--- config.mk ---
export PLATFORM = sky130hd
export DESIGN_NAME = ibuf2ddr_flat
export DESIGN_NICKNAME = d
export VERILOG_FILES = /design/src/rtl/ibuf2ddr_pkg.sv /design/src/rtl/ibuf2ddr_if.sv /design/src/rtl/ibuf2ddr_idx_packer.sv /design/src/rtl/ibuf2ddr.sv /design/src/flat_wrapper.sv
export SDC_FILE = /design/constraint.sdc
export NUM_CORES = 1
export LEC_CHECK = 0
export BUFFER_PORTS_ARGS = -buffer_cell sky130_fd_sc_hd__buf_2
export CAP_MARGIN = 5
export CORE_AREA = 2 2 236 238
export DETAILED_ROUTE_END_ITERATION = 6
export DIE_AREA = 0 0 238 240
export PLACE_DENSITY = 0.46
export SLEW_MARGIN = 20
export SYNTH_ARGS = -nofsm -noshare
export SYNTH_HDL_FRONTEND = slang
export SYNTH_SLANG_ARGS = --single-unit
--- constraint.sdc ---
create_clock -name clk -period 4.8 [get_ports clk]
set_input_delay 0.96 -clock clk [delete_from_list [all_inputs] [get_ports clk]]
set_output_delay 0.96 -clock clk [all_outputs]
set_load 0.05 [all_outputs]
--- src/rtl/ibuf2ddr_pkg.sv ---
// Shared widths, helpers and constants for the index-buffer readback path.
// The swap constant is the same one the DDR-to-index-buffer loader uses.
package ibuf2ddr_pkg;

  localparam int DDR_W = 64;
  localparam int IDX_W = 8;

  // Number of bits needed to address n items (at least 1).
  function automatic int bw(input int n);
    return (n <= 1) ? 1 : $clog2(n);
  endfunction

  // Index pairs that fit in one DDR word.
  function automatic int idx_batch(input int ddr_w, input int idx_w);
    return ddr_w / (idx_w * 2);
  endfunction

  // conf_mode[2:1] value that exchanges the two IDX_W halves of every entry.
  localparam logic [1:0] IBUF_SWAP_MODE = 2'b01;

  typedef enum logic [1:0] {
    ST_IDLE,
    ST_READ,
    ST_FLUSH,
    ST_DONE
  } ibuf_state_e;

endpackage

--- src/rtl/ibuf2ddr_if.sv ---
// Valid/ready stream carrying packed index words towards DDR.
interface ibuf2ddr_if #(
  parameter int DDR_W = ibuf2ddr_pkg::DDR_W
);
  logic [DDR_W-1:0] ddr_data;
  logic             ddr_valid;
  logic             ddr_ready;

  modport master (output ddr_data, output ddr_valid, input ddr_ready);
  modport slave  (input ddr_data, input ddr_valid, output ddr_ready);
endinterface

--- src/rtl/ibuf2ddr_idx_packer.sv ---
// Packs a stream of index entries into DDR words, lane 0 in the LSBs, behind a
// one-word output register. The pack register doubles as a second word slot.
module ibuf2ddr_idx_packer
  import ibuf2ddr_pkg::*;
#(
  parameter int DDR_W = ibuf2ddr_pkg::DDR_W,
  parameter int EW    = 2 * ibuf2ddr_pkg::IDX_W,
  parameter int BATCH = idx_batch(DDR_W, EW / 2)
) (
  input  logic             clk,
  input  logic             rst,
  input  logic             in_valid,
  input  logic [EW-1:0]    in_entry,
  input  logic             in_last,
  output logic [DDR_W-1:0] out_data,
  output logic             out_valid,
  input  logic             out_ready,
  output logic             out_last,
  output logic             full_next
);

  localparam int CW = bw(BATCH);

  logic [DDR_W-1:0] pack_data_q, pack_data_d;
  logic [CW-1:0]    pack_cnt_q, pack_cnt_d;
  logic             pack_full_q, pack_full_d;
  logic             pack_last_q, pack_last_d;
  logic [DDR_W-1:0] out_data_q, out_data_d;
  logic             out_valid_q, out_valid_d;
  logic             out_last_q, out_last_d;

  logic [DDR_W-1:0] merged;
  logic             out_take;
  logic             word_done;

  always_comb begin
    // NOTE: every _d starts from its _q so no branch can leave a latch behind.
    pack_data_d = pack_data_q;
    pack_cnt_d  = pack_cnt_q;
    pack_full_d = pack_full_q;
    pack_last_d = pack_last_q;
    out_data_d  = out_data_q;
    out_valid_d = out_valid_q;
    out_last_d  = out_last_q;

    merged = pack_data_q;
    for (int j = 0; j < BATCH; j++) begin
      if (pack_cnt_q == CW'(j)) merged[j*EW +: EW] = in_entry;
    end

    out_take  = !out_valid_q || out_ready;
    word_done = in_valid && (in_last || pack_cnt_q == CW'(BATCH - 1));

    if (out_valid_q && out_ready) out_valid_d = 1'b0;

    // A full pack register blocks new entries; the read side never sends one then.
    if (pack_full_q) begin
      if (out_take) begin
        out_data_d  = pack_data_q;
        out_valid_d = 1'b1;
        out_last_d  = pack_last_q;
        pack_data_d = '0;
        pack_full_d = 1'b0;
        pack_last_d = 1'b0;
      end
    end else if (in_valid) begin
      if (word_done) begin
        pack_cnt_d = '0;
        if (out_take) begin
          out_data_d  = merged;
          out_valid_d = 1'b1;
          out_last_d  = in_last;
          pack_data_d = '0;
        end else begin
          pack_data_d = merged;
          pack_full_d = 1'b1;
          pack_last_d = in_last;
        end
      end else begin
        pack_data_d = merged;
        pack_cnt_d  = pack_cnt_q + CW'(1);
      end
    end
  end

  // NOTE: sequential state uses <= so every flop samples pre-edge values.
  always_ff @(posedge clk) begin
    if (rst) begin
      pack_data_q <= '0;
      pack_cnt_q  <= '0;
      pack_full_q <= 1'b0;
      pack_last_q <= 1'b0;
      out_data_q  <= '0;
      out_valid_q <= 1'b0;
      out_last_q  <= 1'b0;
    end else begin
      pack_data_q <= pack_data_d;
      pack_cnt_q  <= pack_cnt_d;
      pack_full_q <= pack_full_d;
      pack_last_q <= pack_last_d;
      out_data_q  <= out_data_d;
      out_valid_q <= out_valid_d;
      out_last_q  <= out_last_d;
    end
  end

  assign out_data  = out_data_q;
  assign out_valid = out_valid_q;
  assign out_last  = out_last_q;
  assign full_next = pack_full_d;

endmodule

--- src/rtl/ibuf2ddr.sv ---
// Drains one PE's index buffer to DDR: reads entries 0..n-1 and streams them
// out packed IDX_BATCH per word, optionally half-swapped.
module ibuf2ddr
  import ibuf2ddr_pkg::*;
#(
  parameter int DDR_W     = ibuf2ddr_pkg::DDR_W,
  parameter int IDX_W     = ibuf2ddr_pkg::IDX_W,
  parameter int IDX_DEPTH = 256,
  parameter int ADDR_W    = bw(IDX_DEPTH),
  parameter int PE_NUM    = 32
) (
  input  logic                      clk,
  input  logic                      rst,
  input  logic                      start,
  output logic                      done,
  input  logic [3:0]                conf_mode,
  input  logic [7:0]                conf_idx_num,
  input  logic [bw(PE_NUM)-1:0]     conf_pe_sel,
  output logic [ADDR_W-1:0]         idx_rd_addr,
  output logic                      idx_rd_en,
  input  logic [PE_NUM*IDX_W*2-1:0] idx_rd_data,
  ibuf2ddr_if.master                ddr
);

  localparam int EW        = 2 * IDX_W;
  localparam int IDX_BATCH = idx_batch(DDR_W, IDX_W);
  localparam int PSW       = bw(PE_NUM);

  ibuf_state_e       state_q, state_d;
  logic [ADDR_W-1:0] addr_q, addr_d;
  logic [7:0]        num_q, num_d;
  logic [PSW-1:0]    pe_sel_q, pe_sel_d;
  logic              swap_q, swap_d;
  logic              rd_vld_q, rd_vld_d;
  logic              rd_last_q, rd_last_d;

  logic              last_addr;
  logic              full_next;
  logic              out_last;
  logic              last_hs;
  logic [EW-1:0]     entry_raw;
  logic [EW-1:0]     entry;

  logic unused_mode;
  assign unused_mode = ^{conf_mode[3], conf_mode[0]};

  assign last_addr = (addr_q == ADDR_W'(num_q - 8'd1));
  assign last_hs   = ddr.ddr_valid && ddr.ddr_ready && out_last;

  always_ff @(posedge clk) begin
    if (rst) state_q <= ST_IDLE;
    else     state_q <= state_d;
  end

  always_comb begin
    state_d = state_q;
    unique case (state_q)
      ST_IDLE:  if (start) state_d = (conf_idx_num != 8'd0) ? ST_READ : ST_DONE;
      ST_READ:  if (idx_rd_en && last_addr) state_d = ST_FLUSH;
      ST_FLUSH: if (last_hs) state_d = ST_DONE;
      ST_DONE:  state_d = ST_IDLE;
      default:  state_d = ST_IDLE;
    endcase
  end

  // Read only when the entry returning next cycle is sure to find a free slot.
  always_comb begin
    idx_rd_en = (state_q == ST_READ) && !full_next;
    done      = (state_q == ST_DONE);
  end

  always_comb begin
    addr_d    = addr_q;
    num_d     = num_q;
    pe_sel_d  = pe_sel_q;
    swap_d    = swap_q;
    rd_vld_d  = idx_rd_en;
    rd_last_d = idx_rd_en && last_addr;
    if (state_q == ST_IDLE && start) begin
      addr_d   = '0;
      num_d    = conf_idx_num;
      pe_sel_d = conf_pe_sel;
      swap_d   = (conf_mode[2:1] == IBUF_SWAP_MODE);
    end else if (idx_rd_en) begin
      addr_d = addr_q + ADDR_W'(1);
    end
  end

  always_ff @(posedge clk) begin
    if (rst) begin
      addr_q    <= '0;
      num_q     <= '0;
      pe_sel_q  <= '0;
      swap_q    <= 1'b0;
      rd_vld_q  <= 1'b0;
      rd_last_q <= 1'b0;
    end else begin
      addr_q    <= addr_d;
      num_q     <= num_d;
      pe_sel_q  <= pe_sel_d;
      swap_q    <= swap_d;
      rd_vld_q  <= rd_vld_d;
      rd_last_q <= rd_last_d;
    end
  end

  // Lane select by loop keeps out-of-range PE selects at zero data.
  always_comb begin
    entry_raw = '0;
    for (int p = 0; p < PE_NUM; p++) begin
      if (int'(pe_sel_q) == p) entry_raw = idx_rd_data[p*EW +: EW];
    end
    entry = swap_q ? {entry_raw[IDX_W-1:0], entry_raw[EW-1:IDX_W]} : entry_raw;
  end

  assign idx_rd_addr = addr_q;

  ibuf2ddr_idx_packer #(
    .DDR_W (DDR_W),
    .EW    (EW),
    .BATCH (IDX_BATCH)
  ) u_packer (
    .clk       (clk),
    .rst       (rst),
    .in_valid  (rd_vld_q),
    .in_entry  (entry),
    .in_last   (rd_last_q),
    .out_data  (ddr.ddr_data),
    .out_valid (ddr.ddr_valid),
    .out_ready (ddr.ddr_ready),
    .out_last  (out_last),
    .full_next (full_next)
  );

endmodule

--- src/flat_wrapper.sv ---
// flat-port wrapper written by rule: the top's interface ports become plain ports
module ibuf2ddr_flat import ibuf2ddr_pkg::*;
#(
  parameter int DDR_W     = ibuf2ddr_pkg::DDR_W,
  parameter int IDX_W     = ibuf2ddr_pkg::IDX_W,
  parameter int IDX_DEPTH = 256,
  parameter int ADDR_W    = bw(IDX_DEPTH),
  parameter int PE_NUM    = 32
)
  (clk, rst, start, done, conf_mode, conf_idx_num, conf_pe_sel, idx_rd_addr, idx_rd_en, idx_rd_data, ddr_ddr_data, ddr_ddr_valid, ddr_ddr_ready);
  ibuf2ddr_if #(.DDR_W(DDR_W)) ddr_i ();
  input  logic clk;
  input  logic rst;
  input  logic start;
  output logic done;
  input  logic [3:0] conf_mode;
  input  logic [7:0] conf_idx_num;
  input  logic [bw(PE_NUM)-1:0] conf_pe_sel;
  output logic [ADDR_W-1:0] idx_rd_addr;
  output logic idx_rd_en;
  input  logic [PE_NUM*IDX_W*2-1:0] idx_rd_data;
  output wire logic [$bits(ddr_i.ddr_data)-1:0] ddr_ddr_data;
  output wire logic [$bits(ddr_i.ddr_valid)-1:0] ddr_ddr_valid;
  input wire logic [$bits(ddr_i.ddr_ready)-1:0] ddr_ddr_ready;
  assign ddr_ddr_data = ddr_i.ddr_data;
  assign ddr_ddr_valid = ddr_i.ddr_valid;
  assign ddr_i.ddr_ready = ddr_ddr_ready;
  ibuf2ddr #(.DDR_W(DDR_W), .IDX_W(IDX_W), .IDX_DEPTH(IDX_DEPTH), .ADDR_W(ADDR_W), .PE_NUM(PE_NUM)) u_core (.clk(clk), .rst(rst), .start(start), .done(done), .conf_mode(conf_mode), .conf_idx_num(conf_idx_num), .conf_pe_sel(conf_pe_sel), .idx_rd_addr(idx_rd_addr), .idx_rd_en(idx_rd_en), .idx_rd_data(idx_rd_data), .ddr(ddr_i));
endmodule
==> impl.org, run 1 <==
** Outcome
- The run finished with clean final reports.

** Global routing
- GR Overflow Total :: 0
- The first global-routing pass estimated 140000 µm of wire.
- Maximum number of pins on one net before global-route repair :: 47
- Total routing resource utilization after global routing :: about 35%
- Number of antenna violations at the first check in global routing :: 62
- Number of global-route vias before repair :: ~17k

** Power
- In this run the static leakage power is between 7 and 8 nW.
- IR analysis of the VDD net gives a maximum drop of around 0.23 mV.
- Sequential cells account for 26.1% of the total power.
- Power Total :: between 5 and 6 mW
- Clock group share of total power :: 24.8%
- P_int :: ~3.1 mW
- Of the total power, combinational logic draws 49.1%.
- Power dissipated by switching net loads :: around 2.7 mW
- Fraction of power spent switching nets :: 46.5%
- Power density cells :: between 300 and 400 nW/µm²

** Min path
- HP Class :: flop to flop

** Synth
- After synthesis, the most frequently instantiated cells are sky130_fd_sc_hd__nand2_1, sky130_fd_sc_hd__dfxtp_1, sky130_fd_sc_hd__o21ai_0.
- Post-Synthesis Cell Area :: around 13000 µm²
- Cell with the most instances after synthesis :: sky130_fd_sc_hd__nand2_1
- Top_reg_cell synth :: sky130_fd_sc_hd__dfxtp_1
- Fraction of post-synthesis cell area in the top cell type by area :: roughly 25%
- Count of unique library cells instantiated by Yosys :: 95
- Post-synth net total :: 2269
- Instance count of the mapped netlist :: 1725
- The synthesized design contains between 150 and 200 register bits.
- During synthesis, Yosys emitted a total of 0 warnings.
- Counting flops with a built-in enable in the synthesized netlist gives 0.
- Mean instance size in the synthesized netlist :: 7.38 µm²
- Register area share after synthesis :: 25.2%
- After synthesis, the cell types taking the most area are sky130_fd_sc_hd__dfxtp_1, sky130_fd_sc_hd__nand2_1, sky130_fd_sc_hd__o21ai_0, sky130_fd_sc_hd__a21oi_1, sky130_fd_sc_hd__nor2_1.
- In the synthesized netlist the async set-or-reset flop fraction comes to 0%.
- Dominant cell type by area after synthesis :: sky130_fd_sc_hd__dfxtp_1

** Clock tree
- Buffers inserted during clock tree synthesis total 17.
- Maximum clock path buffer count :: 2
- Clock-pin slew of the registers on the worst-case setup and hold paths :: roughly 0.07 ns
- For the worst-skew pair, the clock arrives at the later sink with an insertion delay of between 0.4 and 0.5 ns.
- Max H-tree Level :: 4
- Post CTS Setup Buffer Count :: 0
- In this run the clock root is driven by a sky130_fd_sc_hd__clkbuf_16.
- The number of hold buffers added after CTS was 0.
- TritonCTS clock tree :: done
- After clock tree synthesis, the repair step resized 0 gates.
- Clock sink count :: 160

** Setup path
- The worst setup path is captured at a flop.
- Buffers and inverters on the worst path :: 2
- Traced cell by cell, the critical path runs through nand2b_1, nor2_1, buf_4, a222oi_1, nand4_1, or4_1, a311oi_1, buf_4, mux2_4, a2111oi_2.
- Crit Path Class :: flop to flop
- Data arrives at the worst endpoint at around 4.6 ns.
- Most used cell along the critical path :: sky130_fd_sc_hd__buf_4
- In this design, the stage delay of the slowest critical-path cell is between 0.6 and 0.7 ns.
- Cell with the biggest individual delay on the critical path :: sky130_fd_sc_hd__a311oi_1
- Worst endpoint required time :: just over 5 ns
- On the critical path the largest part of the delay comes from simple AND/OR/NAND/NOR gates.
- Maximum fanout along the worst path :: 12
- STA classifies the critical path startpoint as a flop.

** Timing
- At the pin with the least slew margin, the transition time is 1.06 ns.
- Headroom to the max-slew limit came out at about 28%.
- Number of max-slew violations in the final report :: 0
- Setup repair after global routing left no endpoint under its margin.
- Count of endpoints failing setup in the final report :: 0
- F_max :: about 0.23 GHz
- The worst path uses approximately nine tenths of the clock period.
- Shortest period the worst path allows :: around 4.3 ns
- Setup Skew :: 0.0137 ns
- Worst hold slack after final layout :: between 0.4 and 0.5 ns
- Setup slack closes at about 0.51 ns.
- Adding up every negative setup slack in the final design gives 0 ns.
- The number of hold violations in the final report is 0.

** Floorplanning
- Pin placement for this block handled roughly 600 I/O pins.
- Chip width :: between 200 and 250 µm
- Once the floorplan was initialized, standard cells occupied a little under a quarter of the core.
- Number of placement rows :: 86
- Area of the core :: between 50000 and 60000 µm²
- Die Y-Extent :: roughly 240 µm
- Die Outline Area :: 57100 µm²

** Placed design
- DP Wirelength :: approximately 88000 µm
- Worst slack after detailed placement :: a little over 0.6 ns
- Input/output buffers :: between 600 and 700
- Routability Congestion :: between 1 and 1.5
- After detailed placement, the design holds a cell count of 2978.

** Routing
- The final layout contains routed wiring with a total length of roughly 110000 µm.
- The detailed router finished its first iteration with between 2k and 2.5k violations.
- First-pass iteration count of the detailed router :: 5
- Using the TritonRoute via totals, the vias-per-cell ratio works out to between 5 and 6.
- For this block, the via count after detailed routing is between 15k and 20k.
- DRC errors left :: 0
- In this run the remaining antenna-violating nets after routing total 0.
- WL/cell :: approximately 35 µm

** Finish
- From synthesis to final layout, the design area changed by 36.2%.
- Layout Cells excl Fill :: around 3.0k
- Fraction of final layout cells sized beyond drive strength 1 :: about a third
- The net count of the finished layout is about 2.8k.
- After filler insertion, the fill cell instance count of the layout stands at between 6k and 7k.

** Run
- Maxcap violations :: 0
-- metal layers --
metal	wire length, µm	track usage, %	part of all wire (%)	vias up
met3	10300	9.32	9.8	246
met1	41300	43.6	39	8883
met5	161	0	0.15	-
met4	5490	17.3	5.2	26
met2	47900	57.4	46	1118
li1	-	-	-	7828
-- power groups by stage --
stage | clock (mW) | combinational, mW | sequential (mW)
after global placement | 0 | 2.70 | 1.51
after detailed placement | 0 | 2.71 | 1.51
final | 1.42 | 2.80 | 1.49
after floorplan | 0 | 1.46 | 1.47
after global routing | 1.49 | 2.91 | 1.49
after CTS | 1.45 | 2.72 | 1.48
-- through the flow --
step	utilization, %	instance area, µm²
finish	31.7	17300
global route	31.7	17300
CTS	31.6	17300
detailed placement	30.5	16700
global placement	30.5	16700
floorplan	-	12700
-- state kept, by name, summed over array words and instances, names as in the netlist --
register / flops
u_core.u_packer.out_last: 1
u_core.idx_rd_addr: 8
u_core.u_packer.pack_full_q: 1
u_core.pe_sel_q: 5
u_core.state_q: 2
u_core.u_packer.pack_cnt_q: 2
u_core.swap_q: 1
u_core.u_packer.out_data: 64
u_core.u_packer.out_valid: 1
u_core.u_packer.pack_last_q: 1
u_core.rd_last_q: 1
u_core.rd_vld_q: 1
u_core.num_q: 8
u_core.u_packer.pack_data_q: 64
-- final cells by class --
cell class	instances	area, µm²	share of cell area (%)
tap	704	881	5.08
clock buffer	18	439	2.53
antenna	33	82.6	0.476
inverter	27	101	0.584
multi-input combinational	1393	8770	50.6
clock inverter	14	160	0.923
timing repair buffer	694	3700	21.3
sequential	160	3210	18.5
-- tightest hold or removal path: stages (launching register included) --
cell	delay, ns
sky130_fd_sc_hd__dfxtp_1	0.32
sky130_fd_sc_hd__nand2_1	0.04
sky130_fd_sc_hd__o21ai_0	0.05
-- layout by cell type, fill, tap and decap left out, drive strengths merged, types with 36 or more instances in the layout --
cell | synthesis | final
a22oi | 57 | 57
nand2 | 210 | 210
nor3 | 66 | 66
buf | 63 | 694
a211oi | 39 | 39
dfxtp | 160 | 160
a2111oi | 44 | 44
nand3 | 78 | 78
a21oi | 105 | 105
nor2 | 129 | 129
o21ai | 152 | 152
inv | 26 | 36
and3 | 53 | 53
-- logic make-up (layout without fill, tap and decap cells) --
| group | Yosys count | in the layout | share of synthesized area, % |
|---|---|---|---|
| DFF | 160 | 160 | 25.2 |
| buffers and inverters | 172 | 753 | 6.13 |
| and+or+nand+nor | 683 | 683 | 26.9 |
| AOI/OAI and AO/OA | 651 | 651 | 36.8 |
| muxes | 28 | 28 | 2.55 |
| adders and majority gates | 11 | 11 | 1.08 |
| xor gates and xnor gates | 20 | 20 | 1.38 |
| other | 0 | 33 | 0 |
-- worst paths after layout --
kind                                         end  cells after the start                            from  slack [ns]
hold / removal    u_core.u_packer.pack_data_q[6]                      2  u_core.u_packer.pack_data_q[6]        0.45
setup reg to reg    u_core.u_packer.out_data[12]                     10              u_core.pe_sel_q[4]        0.51
setup / recovery    u_core.u_packer.out_data[12]                     10              u_core.pe_sel_q[4]        0.51
hold reg to reg   u_core.u_packer.pack_data_q[6]                      2  u_core.u_packer.pack_data_q[6]        0.45
Note: power is estimated with default switching activity, not from simulation.
==> run 2: changes to the inputs <==
--- a/config.mk
+++ b/config.mk
@@ -10,7 +10,8 @@
 export CORE_AREA = 2 2 236 238
 export DETAILED_ROUTE_END_ITERATION = 6
 export DIE_AREA = 0 0 238 240
-export PLACE_DENSITY = 0.46
+export PLACE_DENSITY = 0.47
+export RECOVER_POWER = 50
 export SLEW_MARGIN = 20
 export SYNTH_ARGS = -nofsm -noshare
 export SYNTH_HDL_FRONTEND = slang
==> run 2 against run 1 <==
  * The flow now finishes with violations (DRC)
  * Global-route usage decreased by 0.058 points
  * Maximum frequency fell by 0.51%
  * Design area down 1.0%
  * Clock-buffer cell count is the same
  * Register-to-register slack lost 0.02 ns
  * Sequential cell count unchanged
  * Combinational power is essentially flat
  * Sequential share of layout area is 0.19 points higher
  * Non-clock buffer count down 14
  * First-iteration DRC count fell by 5.9%
  * Critical path type unchanged
  * Critical endpoint is now u_core.u_packer.out_data[40]
  * Largest cell class unchanged
  * Largest power group unchanged
  * Highest routed layer unchanged
==> impl.org, run 2 (synthesized netlist as in run 1, its figures left out) <==
** Outcome
- Status :: finished with violations
- Violated checks :: DRC

** Placed design
- After legalization and detailed placement, the total HPWL measured just under 90000 µm.
- Area after DPL :: roughly 17000 µm²
- Routability Congestion :: roughly 1
- The count of buffers added on input and output ports is around 610.

** Timing
- Measured against its own limit, the worst slew margin works out to between 20% and 30%.
- Setup repair after global routing left no endpoint under its margin.
- The number of slew-limit violations in the final report is 0.
- Shortest period the worst path allows :: between 4 and 5 ns
- For the final database, setup skew stands at between 0.015 and 0.02 ns.
- After layout, the worst path uses about 90% of the clock period.
- F_max :: between 0.2 and 0.25 GHz
- Slew @ Worst Pin :: about 1.1 ns
- In the final timing run, aggregate negative setup slack is 0 ns.
- Count of endpoints failing setup in the final report :: 0
- The number of hold violations in the final report was 0.
- The tightest hold path in the finished design has a slack of about 0.45 ns.

** Setup path
- In this design, the stage delay of the slowest critical-path cell is roughly 0.89 ns.
- Crit path arrival time :: between 4 and 5 ns
- Most used cell along the critical path :: sky130_fd_sc_hd__nand4b_1
- By startpoint and endpoint, the worst setup path is classified as flop to flop.
- For the worst flop-to-flop path, the logic depth is 9.
- Data on the critical path is required at its endpoint by roughly 5.1 ns.
- CP cell instances :: clkbuf_2, nor3_4, and3_1, o311ai_0, nand4b_1, o2111ai_1, nand4b_1, a32oi_1, a21oi_1
- Nature of the critical path endpoint :: flop
- The worst setup path is launched from a flop.
- Maximum fanout along the worst path :: between 40 and 50
- Cell with the biggest individual delay on the critical path :: sky130_fd_sc_hd__clkbuf_2

** Clock tree
- The number of setup buffers added after CTS is 0.
- Max H-tree Level :: 4
- Post-CTS resize count :: 0
- The tree built by TritonCTS fans out to 160 sinks.
- After clock tree synthesis, the clock-pin slew on the worst setup and hold paths is 0.07 ns.
- TritonCTS clock tree :: done
- Buffer type at the clock tree root :: sky130_fd_sc_hd__clkbuf_16
- CTS buffer count :: 17
- In this run, post-CTS hold repair placed 0 buffers.
- Worst skew pair latency :: about 0.44 ns
- Maximum clock path buffer count :: 2

** Routing
- The final route contains between 15k and 20k vias.
- The routed design has 105000 µm of wire.
- First-pass iteration count of the detailed router :: 7
- DRC errors left :: 3
- First DRT Iteration DRCs :: 1947
- Using the TritonRoute via totals, the vias-per-cell ratio works out to around 6.0.
- WL/cell :: 34.7 µm
- Once detail routing completed, the nets flagged for antenna violations numbered 0.

** Floorplanning
- The initialized floorplan defines 86 standard-cell rows.
- The die covers 57100 µm².
- Area of the core :: roughly 55000 µm²
- Count of boundary I/O pins :: between 600 and 700
- For this configuration, the core starts out at a cell density of around a quarter.
- Measured along the x axis, the die boundary spans about 240 µm.
- The floorplan step set the die height to roughly 240 µm.

** Finish
- The top cell types in the final layout, fill and taps aside, are sky130_fd_sc_hd__buf_2, sky130_fd_sc_hd__nand2_1, sky130_fd_sc_hd__dfxtp_1, sky130_fd_sc_hd__o21ai_0, sky130_fd_sc_hd__nor2_1.
- The post-route netlist has 30.5% of its cells at a drive strength greater than 1.
- Commonest non-fill, non-tap cell in the layout :: sky130_fd_sc_hd__buf_2
- Relative to the synthesized area, the layout overhead comes to 34.8%.
- With fillers left out, the area of the finished cells amounts to about 17000 µm².
- In the final design database the tool counted approximately 2.8k nets.

** Global routing
- Total routing resource utilization after global routing :: between 30% and 40%
- Entering global routing, the biggest net connects 75 pins.
- The first global-routing pass estimated approximately 140000 µm of wire.
- The initial antenna violation count was roughly 70.
- Summed over all layers, the global routing overflow is 0.
- Number of global-route vias before repair :: approximately 17k

** Min path
- HP Class :: flop to flop
- The worst hold path was traced through 2 stages.

** Power
- The analysis attributes to cell leakage a power of 6.94 nW.
- Peak supply drop :: around 0.27 mV
- For this design the ratio of total power to cell area is around 330 nW/µm².

** Run
- Maxcap violations :: 0
run 2: critical path, delay by kind of cell, from the launching register on:
kind | cells | cell delay (ns)
buffers and inverters | 1 | 0.89
AND/OR/NAND/NOR | 4 | 1.28
flip-flops | 1 | 0.53
AO/OA/AOI/OAI | 4 | 1.42
run 2: per-stage QoR:
step	setup slack (ns)	instances	power [mW]	util [%]
finish	0.488	3034	5.66	31.4
CTS	0.897	2996	5.63	31.4
global route	0.373	3021	5.87	31.3
global placement	0.983	2964	4.19	30.3
floorplan	2.15	1725	2.93	-
detailed placement	0.918	2964	4.21	30.3
run 2: layer usage:
layer | vias up | share of wire, % | global-route usage [%]
met5 | - | 0.20 | 0
met4 | 34 | 5.9 | 18.1
met3 | 254 | 9.5 | 8.35
met2 | 1164 | 45 | 57.2
met1 | 8842 | 39 | 43.9
li1 | 7795 | - | -
run 2: final cells by class:
class,instances,area (µm²)
Antenna cell,38,95.1
Clock buffer,18,429
Clock inverter,14,174
Fill cell,6181,37500
Inverter,27,101
Multi-Input combinational cell,1393,8770
Sequential cell,160,3210
Tap cell,704,881
Timing Repair Buffer,680,3510
run 2: path summary, 6_finish.rpt:
kind,from,endpoint,slack [ns]
setup / recovery,u_core.pe_sel_q[1],u_core.u_packer.out_data[40],0.49
hold / removal,u_core.u_packer.pack_data_q[38],u_core.u_packer.pack_data_q[38],0.45
setup reg to reg,u_core.pe_sel_q[1],u_core.u_packer.out_data[40],0.49
hold reg to reg,u_core.u_packer.pack_data_q[38],u_core.u_packer.pack_data_q[38],0.45
run 2: where the power goes:
group | switching (mW) | internal, mW | total [mW]
Clock | 0.630 | 0.786 | 1.42
Combinational | 1.94 | 0.845 | 2.78
Sequential | 0.0714 | 1.39 | 1.46
